File: config.mk
export PLATFORM = sky130hd
export DESIGN_NAME = net_toaxistream
export DESIGN_NICKNAME = d
export VERILOG_FILES = /design/src/rtl/net_toaxistream.sv
export SDC_FILE = /design/constraint.sdc
export NUM_CORES = 1
export LEC_CHECK = 0
export CAP_MARGIN = 20
export CORE_UTILIZATION = 40
export CTS_CLUSTER_DIAMETER = 40
export DETAILED_ROUTE_END_ITERATION = 8
export GPL_ROUTABILITY_DRIVEN = 0
export HOLD_SLACK_MARGIN = 0.1
export PLACE_DENSITY_LB_ADDON = 0.3
export SLEW_MARGIN = 20
export SYNTH_ARGS = -nofsm -noshare
export SYNTH_HDL_FRONTEND = slang
export SYNTH_SLANG_ARGS = --single-unit
File: constraint.sdc
create_clock -name clk_axis_i -period 2.3 [get_ports clk_axis_i]
set_input_delay 0.345 -clock clk_axis_i [delete_from_list [all_inputs] [get_ports clk_axis_i]]
set_output_delay 0.345 -clock clk_axis_i [all_outputs]
set_load 0.02 [all_outputs]
File: src/rtl/net_toaxistream.sv
// Turns a network flit stream (HEADER / BODY / TAIL / HEADER_TAIL) into AXI4-Stream beats.
// Data flits are packed least-significant first into a beat, then queued in a 2-entry output FIFO.
module net_toaxistream #(
  parameter int AxiStreamIfTDataWidth          = 32,
  parameter int AxiStreamIfTIdWidth            = 4,
  parameter int AxiStreamIfTDestWidth          = 4,
  parameter int NetworkIfFlitWidth             = 16,
  parameter int NetworkIfFlitTypeWidth         = 2,
  parameter int NetworkIfBroadcastWidth        = 1,
  parameter int NetworkIfVirtualChannelIdWidth = 1
) (
  input  logic                                      clk_axis_i,
  input  logic                                      rst_axis_ni,
  input  logic                                      network_valid_i,
  output logic                                      network_ready_o,
  input  logic [NetworkIfFlitWidth-1:0]             network_flit_i,
  input  logic [NetworkIfFlitTypeWidth-1:0]         network_flit_type_i,
  input  logic [NetworkIfBroadcastWidth-1:0]        network_broadcast_i,
  input  logic [NetworkIfVirtualChannelIdWidth-1:0] network_virtual_channel_id_i,
  output logic                                      m_axis_tvalid_o,
  input  logic                                      m_axis_tready_i,
  output logic [AxiStreamIfTDataWidth-1:0]          m_axis_tdata_o,
  output logic [AxiStreamIfTDataWidth/8-1:0]        m_axis_tkeep_o,
  output logic                                      m_axis_tlast_o,
  output logic [AxiStreamIfTIdWidth-1:0]            m_axis_tid_o,
  output logic [AxiStreamIfTDestWidth-1:0]          m_axis_tdest_o,
  output logic                                      protocol_error_o
);

  localparam int DataW     = AxiStreamIfTDataWidth;
  localparam int FlitW     = NetworkIfFlitWidth;
  localparam int KeepW     = DataW / 8;
  localparam int FlitBytes = FlitW / 8;
  localparam int Ratio     = DataW / FlitW;
  localparam int IdxW      = (Ratio > 1) ? $clog2(Ratio) : 1;

  localparam logic [1:0] FT_HEADER      = 2'd0;
  localparam logic [1:0] FT_BODY        = 2'd1;
  localparam logic [1:0] FT_TAIL        = 2'd2;
  localparam logic [1:0] FT_HEADER_TAIL = 2'd3;

  typedef enum logic {ST_IDLE, ST_PAYLOAD} state_e;

  state_e                           state_q;
  logic [IdxW-1:0]                  idx_q;
  logic [DataW-1:0]                 acc_data_q;
  logic [KeepW-1:0]                 acc_keep_q;
  logic [AxiStreamIfTIdWidth-1:0]   tid_q;
  logic [AxiStreamIfTDestWidth-1:0] tdest_q;
  logic                             err_q;
  logic                             ready_q;

  logic [DataW-1:0]                 fifo_data_q  [2];
  logic [KeepW-1:0]                 fifo_keep_q  [2];
  logic                             fifo_last_q  [2];
  logic [AxiStreamIfTIdWidth-1:0]   fifo_tid_q   [2];
  logic [AxiStreamIfTDestWidth-1:0] fifo_tdest_q [2];
  logic                             wr_ptr_q;
  logic                             rd_ptr_q;
  logic [1:0]                       count_q;

  logic             fire;
  logic [1:0]       ftype;
  logic             idx_last;
  logic             push;
  logic             pop;
  logic [1:0]       count_next;
  logic [DataW-1:0] beat_data;
  logic [KeepW-1:0] beat_keep;

  // Handshake: a flit moves on a rising edge with network_valid_i & network_ready_o; a beat
  // moves on m_axis_tvalid_o & m_axis_tready_i. Ready is registered, so it never depends on valid.
  assign fire     = network_valid_i & ready_q;
  assign ftype    = network_flit_type_i[1:0];
  assign idx_last = (int'(idx_q) == Ratio - 1);
  assign push     = fire && (state_q == ST_PAYLOAD) &&
                    ((ftype == FT_TAIL) || ((ftype == FT_BODY) && idx_last));
  assign pop      = (count_q != 2'd0) & m_axis_tready_i;
  assign count_next = count_q + {1'b0, push} - {1'b0, pop};

  // Current partial beat with the incoming flit merged into its slot.
  always_comb begin
    beat_data = acc_data_q;
    beat_keep = acc_keep_q;
    for (int k = 0; k < Ratio; k++) begin
      if (int'(idx_q) == k) begin
        beat_data[k*FlitW +: FlitW]         = network_flit_i;
        beat_keep[k*FlitBytes +: FlitBytes] = '1;
      end
    end
  end

  always_ff @(posedge clk_axis_i or negedge rst_axis_ni) begin
    if (!rst_axis_ni) begin
      state_q    <= ST_IDLE;
      idx_q      <= '0;
      acc_data_q <= '0;
      acc_keep_q <= '0;
      tid_q      <= '0;
      tdest_q    <= '0;
      err_q      <= 1'b0;
    end else if (fire) begin
      case (state_q)
        ST_IDLE: begin
          case (ftype)
            FT_HEADER: begin
              tdest_q    <= network_flit_i[AxiStreamIfTDestWidth-1:0];
              tid_q      <= network_flit_i[AxiStreamIfTDestWidth +: AxiStreamIfTIdWidth];
              idx_q      <= '0;
              acc_data_q <= '0;
              acc_keep_q <= '0;
              state_q    <= ST_PAYLOAD;
            end
            FT_HEADER_TAIL: ;
            default: err_q <= 1'b1;
          endcase
        end
        ST_PAYLOAD: begin
          case (ftype)
            // A new header aborts the open packet; its partial beat is dropped.
            FT_HEADER: begin
              err_q      <= 1'b1;
              tdest_q    <= network_flit_i[AxiStreamIfTDestWidth-1:0];
              tid_q      <= network_flit_i[AxiStreamIfTDestWidth +: AxiStreamIfTIdWidth];
              idx_q      <= '0;
              acc_data_q <= '0;
              acc_keep_q <= '0;
            end
            FT_HEADER_TAIL: begin
              err_q      <= 1'b1;
              idx_q      <= '0;
              acc_data_q <= '0;
              acc_keep_q <= '0;
              state_q    <= ST_IDLE;
            end
            FT_BODY: begin
              if (idx_last) begin
                idx_q      <= '0;
                acc_data_q <= '0;
                acc_keep_q <= '0;
              end else begin
                idx_q      <= idx_q + 1'b1;
                acc_data_q <= beat_data;
                acc_keep_q <= beat_keep;
              end
            end
            default: begin
              idx_q      <= '0;
              acc_data_q <= '0;
              acc_keep_q <= '0;
              state_q    <= ST_IDLE;
            end
          endcase
        end
        default: state_q <= ST_IDLE;
      endcase
    end
  end

  always_ff @(posedge clk_axis_i or negedge rst_axis_ni) begin
    if (!rst_axis_ni) begin
      for (int i = 0; i < 2; i++) begin
        fifo_data_q[i]  <= '0;
        fifo_keep_q[i]  <= '0;
        fifo_last_q[i]  <= 1'b0;
        fifo_tid_q[i]   <= '0;
        fifo_tdest_q[i] <= '0;
      end
      wr_ptr_q <= 1'b0;
      rd_ptr_q <= 1'b0;
      count_q  <= 2'd0;
      ready_q  <= 1'b0;
    end else begin
      if (push) begin
        fifo_data_q[wr_ptr_q]  <= beat_data;
        fifo_keep_q[wr_ptr_q]  <= beat_keep;
        fifo_last_q[wr_ptr_q]  <= (ftype == FT_TAIL);
        fifo_tid_q[wr_ptr_q]   <= tid_q;
        fifo_tdest_q[wr_ptr_q] <= tdest_q;
        wr_ptr_q               <= ~wr_ptr_q;
      end
      if (pop) rd_ptr_q <= ~rd_ptr_q;
      count_q <= count_next;
      ready_q <= (count_next != 2'd2);
    end
  end

  assign network_ready_o  = ready_q;
  assign protocol_error_o = err_q;
  assign m_axis_tvalid_o  = (count_q != 2'd0);
  assign m_axis_tdata_o   = m_axis_tvalid_o ? fifo_data_q[rd_ptr_q]  : '0;
  assign m_axis_tkeep_o   = m_axis_tvalid_o ? fifo_keep_q[rd_ptr_q]  : '0;
  assign m_axis_tlast_o   = m_axis_tvalid_o ? fifo_last_q[rd_ptr_q]  : 1'b0;
  assign m_axis_tid_o     = m_axis_tvalid_o ? fifo_tid_q[rd_ptr_q]   : '0;
  assign m_axis_tdest_o   = m_axis_tvalid_o ? fifo_tdest_q[rd_ptr_q] : '0;

  // Broadcast and VC id carry nothing for a single-VC endpoint.
  logic unused_inputs;
  assign unused_inputs = ^{network_broadcast_i, network_virtual_channel_id_i, network_flit_type_i};

endmodule

==> impl_metrics.yaml <==
run_status:
  outcome: "finished clean"
setup_path:
  critical_path.cell_chain: "buf_12, mux2i_1, nor2_1, clkdlybuf4s50_1"
  crit_type: "flip-flop to primary output"
  max_stage_delay_ns: 0.62
  rrSetupSlack_ns: 0.29
  cpMaxStageDelayCell: "clkdlybuf4s50_1"
  rr_worst_depth: 8
  arrival_ns: 1.90
  r2r_end: "network_ready_o"
  path_buf_inv: 2
  worstSetupEndpointType: "primary output"
  worst_setup_path_start_kind: "flip-flop"
  cp.required_ns: 1.96
  cp_max_fo: 19
  r2r-start: "network_ready_o"
  cp_top_family: "buffers and inverters"
sta:
  hold_viol_final: 0
  fmax_mhz: 446
  clock_skew_ns: 0.0109
  rsz0062_at_grt: "true"
  period_share_pct: 97.4
  worst_slew_pin_slew_ns: 0.567
  finalSetupTns_ns: 0
  fin_crit_ns: 2.24
  max_slew_margin_pct: 62.2
  layout_setup_ws_ns: 0.0588
  drv_slew: 0
  setup_viol: 0
  holdWs_ns: 0.469
grt:
  antenna_found_initial: 0
  grt_max_degree: 59
  first_global_vias: 4194
  grt-ovfl-total: 0
  grt_pass1_wl_um: 22500
  grt_usage_pct: 18.1
clock_network:
  cts.sinks: 142
  numCtsBuffers: 17
  cts_max_level: 4
  cts_root_buf: "clkbuf_16"
  cts_tree: "done"
  clockBufferDepth: 2
  clkTransAtPathRegs_ns: 0.06
  clk_latency_ns: 0.41
power_and_ir_drop:
  switchingPower_mw: 3.54
  clkPwrFrac_pct: 25.9
  power.total_mw: 10.8
  cellLeakagePower_nw: 4.35
  share_comb_of_total_power_pct: 38.6
  ir_drop_uv: 723
  powerDensity_mw_per_mm2: 1330
  seq_power_share_pct: 35.5
  swShare_pct: 32.8
  p_int_mw: 7.25
route:
  routed_wl_um: 13600
  via_per_inst: 5.01
  wire_per_inst_um: 17.6
  dr_total_vias: 3880
  first_pass_iters: 4
  drtIter0Drc: 174
  ant_nets: 0
  drc: 0
place:
  hpwl_um: 8820
  dp_slack_ns: -0.386
  place_inst: 740
  port_buffers: 69
  placed_area_mm2: 0.00743
synthesis:
  avgSynthCellArea_um2: 13.8
  synth_top_family_by_area: "multiplexers"
  synth_nets: 491
  synth_largest_area_cell: "dfrtp_1"
  synth_seq_area_share_pct: 55.9
  yosysWarnings: 0
  synth-xor-area-share_pct: 0.689
  synthTopCellsByArea: "dfrtp_1, mux2_2, mux2i_1"
  synthSimpleGateAreaFrac_pct: 6.20
  synth_top_area_share_pct: 55.9
  ys_seq_elements: 142
  post_synth_num_cell_types: 30
  synthAdderAreaFrac_pct: 0.984
  synthMuxAreaShare_pct: 30.1
  syn_area_mm2: 0.00636
  synth_compound_area_share_pct: 3.11
  synthCells: 462
floorplanning:
  ioPinCount: 72
  coreArea_mm2: 0.0154
  initial_core_util_pct: 41.4
  rows: 45
  die_w_um: 128
  die_y_um: 128
  dieArea_mm2: 0.0164
cells_and_area:
  layout.cells.non_filler: 774
  nNetsFinal: 579
  nFillCells: 1282
  design_area_mm2: 0.00814
  layout-drive-gt1-share_pct: 34.3
  diodes: 0
  area_growth_pct: 28.1
  utilization_pct: 53.0
flow_run:
  max_cap_violations: 0
min_path:
  hold_path_class: "primary input to asynchronous set/reset pin"
-- power by group through the flow --
stage / logic, mW / clock network [mW] / registers (mW)
5_1_grt: 4.49 / 2.96 / 3.95
6_report: 4.17 / 2.79 / 3.83
3_5_place_dp: 4.29 / 0 / 3.86
4_1_cts: 4.29 / 2.84 / 3.84
2_1_floorplan: 2.76 / 0 / 3.70
3_3_place_gp: 4.23 / 0 / 3.80
-- area by class of cell --
cell class	instances	area, µm²	share of cell area, %
Inverter	4	15.0	0.184
Multi-Input combinational cell	289	2640	32.4
Timing Repair Buffer	96	1060	13.0
Sequential cell	142	3550	43.7
Clock buffer	21	470	5.78
Clock inverter	11	139	1.71
Tap cell	211	264	3.24
-- worst max-delay path by stage --
stage | start | end | slack (ns) | depth (start not counted)
2_1_floorplan | network_flit_type_i[1] | network_ready_o | 0.12 | 10
3_3_place_gp | network_flit_type_i[1] | network_ready_o | -0.26 | 11
3_5_place_dp | network_flit_type_i[1] | network_ready_o | -0.39 | 11
4_1_cts | rd_ptr_q | m_axis_tdata_o[19] | -0.02 | 4
5_1_grt | network_flit_type_i[1] | network_ready_o | -0.07 | 11
6_report | rd_ptr_q | m_axis_tdata_o[30] | 0.06 | 4
-- cell families (layout without fill, tap and decap cells) --
kind of cell | count (synthesis) | in the layout
DFF | 142 | 142
xor gates and xnor gates | 5 | 5
adders and majority gates | 5 | 5
buffers and inverters | 31 | 132
muxes | 175 | 175
and+or+nand+nor | 80 | 80
AOI/OAI and AO/OA | 24 | 24
-- routing by layer --
metal  global-route usage (%)  vias up  routed length (µm)
li1                         -     1795                   -
met1                     25.0     1993                6560
met2                     28.1       75                6390
met3                     4.17       17                 443
met4                     5.81        0                 240
met5                        0        -                   0
-- Yosys cell counts --
master and n:
and2_1 19, mux2_2 124, clkbuf_1 7, ha_1 5, inv_1 4, mux2i_1 45, nor2_1 47, or2_2 2
buf_1 2, o21bai_1 1, a22o_1 16, nand3b_1 1, nor4b_2 1, o21a_1 3, mux2_1 6, nand2_1 4
nor3_4 1, xnor2_1 4, o21ai_0 1, xor2_1 1, nand2b_1 3, buf_6 8, or3b_2 1, o211a_1 1
nand3_1 1, a21oi_1 1, buf_4 1, dfrtp_1 142, o211ai_1 1, buf_2 9
-- registers in the layout, summed over array words and instances, names as in the netlist --
register and cells:
fifo_data_q 64, fifo_tid_q 8, fifo_tdest_q 8, tdest_q 4, protocol_error_o 1, acc_keep_q 4, wr_ptr_q 1, network_ready_o 1
idx_last 1, fifo_keep_q 8, tid_q 4, fifo_last_q 2, state_q 1, count_q 2, rd_ptr_q 1, acc_data_q 32
-- layout by cell type (no fill, tap or decap), types with 3 or more instances in the layout --
cell type / instances
bufinv_16: 3
a22o_1: 16
and2_1: 19
o21a_1: 3
mux2i_2: 3
nand2b_1: 3
nand2_1: 4
clkdlybuf4s50_1: 27
mux2_2: 124
xnor2_1: 4
dfrtp_1: 141
buf_12: 8
dlymetal6s2s_1: 30
mux2_1: 6
buf_4: 18
dlygate4sd2_1: 11
nor2_1: 46
clkinv_2: 5
mux2i_1: 42
inv_1: 3
ha_1: 5
clkbuf_16: 17
clkbuf_8: 3
-- repair_timing --
| action | CTS | global route |
|---|---|---|
| setup endpoints to repair | 38 | 33 |
| hold buffers | 1 | 0 |
| resized for setup | 16 | 32 |
| buffers inserted | 1 | 0 |
| endpoints found under the hold margin | 55 | 0 |
| pin swaps | 0 | 0 |
Note: power is estimated with default switching activity, not from simulation.
